<file path="src/rtl/vending_ctrl_param_if.sv">
// Vending controller bus: coin acceptor inputs, dispenser and hopper handshakes.
// master = controller side, slave = acceptor/dispenser side. COIN_REJECT_EN adds coin_reject.
interface vending_ctrl_param_if #(
  parameter int CREDIT_W = 4
);
  logic [1:0]          cash_in;
  logic                cancel;
  logic                vend_ack;
  logic                change_ready;
  logic                coin_accept;
  logic                purchase;
  logic                change_valid;
  logic [CREDIT_W-1:0] credit;
`ifdef COIN_REJECT_EN
  logic                coin_reject;

  modport master (
    input  cash_in, cancel, vend_ack, change_ready,
    output coin_accept, purchase, change_valid,
    output credit, coin_reject
  );
  modport slave (
    output cash_in, cancel, vend_ack, change_ready,
    input  coin_accept, purchase, change_valid,
    input  credit, coin_reject
  );
`else
  modport master (
    input  cash_in, cancel, vend_ack, change_ready,
    output coin_accept, purchase, change_valid, credit
  );
  modport slave (
    output cash_in, cancel, vend_ack, change_ready,
    input  coin_accept, purchase, change_valid, credit
  );
`endif
endinterface

</file>
<file path="src/rtl/vending_ctrl_param.sv">
// Parametrised vending controller: credit accumulation, held vend request, change payout.
// Ports: clk, reset (async, active-high), bus (vending_ctrl_param_if.master). Macro: COIN_REJECT_EN.
module vending_ctrl_param #(
  parameter int PRICE     = 3,
  parameter int CREDIT_W  = 4,
  parameter int COIN1_VAL = 1,
  parameter int COIN2_VAL = 2,
  parameter int COIN3_VAL = 5
) (
  input  logic                  clk,
  input  logic                  reset,
  vending_ctrl_param_if.master  bus
);
  localparam int SW = CREDIT_W + 1;
  localparam logic [SW-1:0] MAX_C = SW'((1 << CREDIT_W) - 1);
  localparam logic [SW-1:0] PRICE_C = SW'(PRICE);

  typedef enum logic [1:0] {
    IDLE   = 2'd0,
    ACCUM  = 2'd1,
    VEND   = 2'd2,
    CHANGE = 2'd3
  } state_t;

  state_t              state_q, state_d;
  logic [CREDIT_W-1:0] credit_q, credit_d;
  logic                purchase_q, purchase_d;
  logic                change_valid_q, change_valid_d;

  logic [SW-1:0] coin_v;
  logic [SW-1:0] sum;
  logic          coin_in;
  logic          ovf;
  logic          coin_accept;

  always_comb begin
    coin_v = '0;
    case (bus.cash_in)
      2'b01:   coin_v = SW'(COIN1_VAL);
      2'b10:   coin_v = SW'(COIN2_VAL);
      2'b11:   coin_v = SW'(COIN3_VAL);
      default: coin_v = '0;
    endcase
  end

  assign coin_in = bus.cash_in != 2'b00;
  assign sum     = {1'b0, credit_q} + coin_v;
  assign ovf     = sum > MAX_C;
  assign coin_accept = (state_q == IDLE) || (state_q == ACCUM);

  always_comb begin
    state_d        = state_q;
    credit_d       = credit_q;
    purchase_d     = purchase_q;
    change_valid_d = change_valid_q;
    case (state_q)
      IDLE, ACCUM: begin
        if (bus.cancel) begin
          // Cancel wins over reaching the price: bank the coin, refund all.
          if (coin_in && !ovf)
            credit_d = CREDIT_W'(sum);
          if (credit_d != '0) begin
            state_d        = CHANGE;
            change_valid_d = 1'b1;
          end else begin
            state_d = IDLE;
          end
        end else if (coin_in && !ovf) begin
          if (sum >= PRICE_C) begin
            credit_d   = CREDIT_W'(sum - PRICE_C);
            purchase_d = 1'b1;
            state_d    = VEND;
          end else begin
            credit_d = CREDIT_W'(sum);
            state_d  = ACCUM;
          end
        end
      end
      VEND: begin
        if (bus.vend_ack) begin
          purchase_d = 1'b0;
          if (credit_q != '0) begin
            state_d        = CHANGE;
            change_valid_d = 1'b1;
          end else begin
            state_d = IDLE;
          end
        end
      end
      CHANGE: begin
        if (credit_q == '0) begin
          state_d        = IDLE;
          change_valid_d = 1'b0;
        end else if (change_valid_q && bus.change_ready) begin
          credit_d = credit_q - CREDIT_W'(1);
          if (credit_q == CREDIT_W'(1)) begin
            change_valid_d = 1'b0;
            state_d        = IDLE;
          end
        end
      end
      default: begin
        state_d        = IDLE;
        credit_d       = '0;
        purchase_d     = 1'b0;
        change_valid_d = 1'b0;
      end
    endcase
  end

  always_ff @(posedge clk or posedge reset) begin
    if (reset) begin
      state_q        <= IDLE;
      credit_q       <= '0;
      purchase_q     <= 1'b0;
      change_valid_q <= 1'b0;
    end else begin
      state_q        <= state_d;
      credit_q       <= credit_d;
      purchase_q     <= purchase_d;
      change_valid_q <= change_valid_d;
    end
  end

  assign bus.coin_accept  = coin_accept;
  assign bus.purchase     = purchase_q;
  assign bus.change_valid = change_valid_q;
  assign bus.credit       = credit_q;

`ifdef COIN_REJECT_EN
  logic coin_reject_q, coin_reject_d;

  // A coin is bounced on overflow, or whenever the controller is busy.
  assign coin_reject_d = coin_in && (!coin_accept || ovf);

  always_ff @(posedge clk or posedge reset) begin
    if (reset)
      coin_reject_q <= 1'b0;
    else
      coin_reject_q <= coin_reject_d;
  end

  assign bus.coin_reject = coin_reject_q;
`endif
endmodule

</file>
<file path="src/flat_wrapper.sv">
// flat-port wrapper written by rule: the top's interface ports become plain ports
module vending_ctrl_param_flat 
#(
  parameter int PRICE     = 3,
  parameter int CREDIT_W  = 4,
  parameter int COIN1_VAL = 1,
  parameter int COIN2_VAL = 2,
  parameter int COIN3_VAL = 5
)
  (clk, reset, bus_cash_in, bus_cancel, bus_vend_ack, bus_change_ready, bus_coin_accept, bus_purchase, bus_change_valid, bus_credit);
  vending_ctrl_param_if #(.CREDIT_W(CREDIT_W)) bus_i ();
  input  logic clk;
  input  logic reset;
  input wire logic [$bits(bus_i.cash_in)-1:0] bus_cash_in;
  input wire logic [$bits(bus_i.cancel)-1:0] bus_cancel;
  input wire logic [$bits(bus_i.vend_ack)-1:0] bus_vend_ack;
  input wire logic [$bits(bus_i.change_ready)-1:0] bus_change_ready;
  output wire logic [$bits(bus_i.coin_accept)-1:0] bus_coin_accept;
  output wire logic [$bits(bus_i.purchase)-1:0] bus_purchase;
  output wire logic [$bits(bus_i.change_valid)-1:0] bus_change_valid;
  output wire logic [$bits(bus_i.credit)-1:0] bus_credit;
  assign bus_i.cash_in = bus_cash_in;
  assign bus_i.cancel = bus_cancel;
  assign bus_i.vend_ack = bus_vend_ack;
  assign bus_i.change_ready = bus_change_ready;
  assign bus_coin_accept = bus_i.coin_accept;
  assign bus_purchase = bus_i.purchase;
  assign bus_change_valid = bus_i.change_valid;
  assign bus_credit = bus_i.credit;
  vending_ctrl_param #(.PRICE(PRICE), .CREDIT_W(CREDIT_W), .COIN1_VAL(COIN1_VAL), .COIN2_VAL(COIN2_VAL), .COIN3_VAL(COIN3_VAL)) u_core (.clk(clk), .reset(reset), .bus(bus_i));
endmodule
</file>
<file path="config.mk">
export PLATFORM = sky130hd
export DESIGN_NAME = vending_ctrl_param_flat
export DESIGN_NICKNAME = d
export VERILOG_FILES = /design/src/rtl/vending_ctrl_param_if.sv /design/src/rtl/vending_ctrl_param.sv /design/src/flat_wrapper.sv
export SDC_FILE = /design/constraint.sdc
export NUM_CORES = 1
export LEC_CHECK = 0
export BUFFER_PORTS_ARGS = -buffer_cell sky130_fd_sc_hd__buf_2
export CORE_ASPECT_RATIO = 1.25
export CORE_MARGIN = 2
export CORE_UTILIZATION = 42
export CTS_BUF_LIST = sky130_fd_sc_hd__clkbuf_16
export CTS_CLUSTER_SIZE = 24
export DETAILED_ROUTE_END_ITERATION = 6
export GPL_ROUTABILITY_DRIVEN = 0
export SLEW_MARGIN = 25
export SYNTH_ARGS = -nofsm -noshare
export SYNTH_HDL_FRONTEND = slang
export SYNTH_SLANG_ARGS = --single-unit
</file>
<file path="constraint.sdc">
create_clock -name clk -period 3.2 [get_ports clk]
set_clock_uncertainty 0.2 [all_clocks]
set_input_delay 0.16 -clock clk [delete_from_list [all_inputs] [get_ports clk]]
set_output_delay 0.16 -clock clk [all_outputs]
set_load 0.03 [all_outputs]
</file>
==> impl_metrics.ini <==
[yosys]
ys_async_sr_fraction_pct = 100
synth_common_cells = nand2_1 (13), a21oi_1 (10), dfrtp_1 (8)
synth_edf_count = 0
ys_warn_count = 0
syn-cell-area_sq_um = 1000
yosysSeqAreaShare_pct = 20.0
ys_ff_latch = 8
ys_types = 46
yosys-top-cells-area = dfrtp_1 (20%), ha_1 (7.5%), a21oi_1 (5.0%), nand2_1 (4.9%), o21ai_0 (3.5%)
postSynthCellCount = 130
synth_top_area_share_pct = 20.0
synth_area_leader_cell = dfrtp_1
syn-num-nets = 144
synth_most_common_cell = nand2_1
syn-mean-instance-area_sq_um = 7.72
synthFlopType = dfrtp_1

[setup_path]
crit_chain = ha_1, fa_1, ha_1, nand3b_1, a311o_1, o21a_1, or3_4, o22ai_1, a31oi_1
reg2reg_depth = 9
cpMaxStageDelayCell = fa_1
critPathKind = flop to flop
worstReg2RegEnd = u_core.state_q[0]
max_stage_delay_ps = 490
worstPathMaxFanout = 5
cp.required_ps = 3110
crit_arrival_ps = 2870
r2r-start = u_core.bus.credit[0]
path_common_cell = ha_1
rrSetupSlack_ps = 240
critPathLaunchType = flop
end_kind = flop

[cts]
root_buffer = clkbuf_16
htreeDepth = 1
clock_path_buffers = 2
numCtsBuffers = 3
path_clk_slew_ps = 40
post_cts_buffers = 0
cts_sinks = 8
cts_tree = yes
worstSkewPairLatency_ps = 230
cts.repair.resized = 0

[pwr]
leakage_nw = 0.538
clkPwrFrac_pct = 14.6
switching_share_pct = 50.0
internal_power_mw = 0.716
p_seq_share_pct = 16.4
ir_worst_vdd_uv = 527
power_density_nw_per_um2 = 1210
p_switching_mw = 0.715
p_comb_share_pct = 68.9

[finish]
drive_above_1_share_pct = 21.7
n_fill_cell = 240
ff_latch_area_sq_um = 200
fin_nets = 159
instances_no_fill = 174
diodes = 0
multiInputGateArea_sq_um = 742
syn_to_final_growth_pct = 18.3

[route]
wl_mm = 2.56
ant_nets = 0
drtIter0Drc = 42
wl_per_cell_microns = 14.7
dr.pass1.iters = 4
via_count = 1075
drc = 0
viasPerCell = 6.18

[global_routing]
grt_first_pass_wirelength_mm = 4.15
grt_pass1_vias = 955
gr-total-overflow = 0
use_met3_pct = 2.76
grt-busiest-layer = met2
track_usage_pct = 20.7
use_met1_pct = 26.2
antenna_found_initial = 0
use_met2_pct = 33.5
grt_max_degree = 16

[worst_hold_path]
hp-class = primary input to flop
hp-start = bus_vend_ack
whs_path_depth = 4
holdPathEnd = u_core.bus.purchase

[floorplanning]
core_sq_um = 2230
fp.dieW_microns = 47.7
placement_rows = 19
start_util_pct = 44.9
dieArea_sq_um = 2800
pin_count = 14
die_h_microns = 58.7

[sta]
setup_viol = 0
timing.final.crit_period_ps = 2960
fin_crit_sh_pct = 92.6
slew_violations = 0
timing.final.hold_violations = 0
worstMarginPinSlew_ps = 456
rsz0062_at_grt = false
fmax_mhz = 337
setup_ws_ps = 236
setup-tns-final_ps = 0
slew_headroom_pct = 69.5

[place]
dp_hpwl_mm = 1.94
io_buffers = 13
dp.cells = 170
post-place-ws_ps = 275

[flow_run]
maxCapViolations = 0

[status]
status = finished, final reports clean
## worst max-delay path by stage
stage | cells past startpoint | endpoint | startpoint
floorplan | 9 | u_core.state_q[0] | u_core.bus.credit[0]
global placement | 8 | u_core.bus.credit[1] | u_core.bus.credit[0]
detailed placement | 9 | u_core.state_q[0] | u_core.bus.credit[0]
CTS | 9 | u_core.state_q[0] | u_core.bus.credit[0]
global route | 8 | u_core.bus.credit[1] | u_core.bus.credit[0]
finish | 9 | u_core.state_q[0] | u_core.bus.credit[0]
## power by group through the flow
stage | combinational [mW] | clock [mW] | sequential, mW
2_1_floorplan | 0.714 | 0 | 0.273
3_3_place_gp | 0.978 | 0 | 0.235
3_5_place_dp | 0.972 | 0 | 0.236
4_1_cts | 0.981 | 0.212 | 0.235
5_1_grt | 1.09 | 0.220 | 0.247
6_report | 0.987 | 0.209 | 0.235
## logic make-up (layout without fill, tap and decap cells)
| kind of cell | count (synthesis) | after routing | synth area share [%] |
|---|---|---|---|
| xor gates and xnor gates | 4 | 4 | 3.49 |
| AOI/OAI and AO/OA | 49 | 49 | 33.7 |
| buffers and inverters | 14 | 27 | 6.11 |
| adders and majority gates | 7 | 7 | 9.48 |
| DFF | 8 | 8 | 19.9 |
| muxes | 2 | 2 | 2.24 |
| and+or+nand+nor | 46 | 46 | 25.1 |
## cell type report
type / count / area share (%)
multi-input cells: 108 / 62.5
flip-flops and latches: 8 / 16.9
repair buffers: 19 / 9.48
clock buffers: 3 / 6.32
well taps: 31 / 3.27
inverters: 5 / 1.58
## placed cells by master (no fill, tap or decap), drive strengths merged, types with 4 or more instances in the layout
cell,instances
o21a,4
nor2,7
ha,6
buf,18
nand2,13
dfrtp,8
o21ai,9
a21oi,11
a31oi,4
inv,5
nand3,4
## registers in the layout (all words and copies together), names as in the netlist
| signal | count |
|---|---|
| u_core.bus.change_valid | 1 |
| u_core.bus.purchase | 1 |
| u_core.state_q | 2 |
| u_core.bus.credit | 4 |
## timing repair
action | 4_1_cts | 5_1_grt
hold buffers | 1 | 0
endpoints found under the setup margin | 0 | 0
endpoints found under the hold margin | 8 | 0
## layer usage
metal	up-vias	wire length, microns
met1	516	1070
met2	36	1310
met4	0	45
met3	6	138
met5	-	0
li1	517	-
## critical path, delay by kind of cell (launching register included)
family	cells	cell delay [ps]
flip-flops	1	370
adder cells (fa/ha/maj)	3	990
AND/OR/NAND/NOR	2	520
AO/OA/AOI/OAI	4	750
## per-stage QoR
step           instance area, sq um  power, mW  utilization [%]  hold slack, ps
2_1_floorplan                  1000      0.987                -            -224
3_3_place_gp                   1100       1.21             49.3           -69.2
3_5_place_dp                   1100       1.21             49.3           -71.8
4_1_cts                        1190       1.43             53.1            62.8
5_1_grt                        1190       1.56             53.1            98.7
6_report                       1190       1.43             53.1            56.2
(Power assumes the default switching activity.)
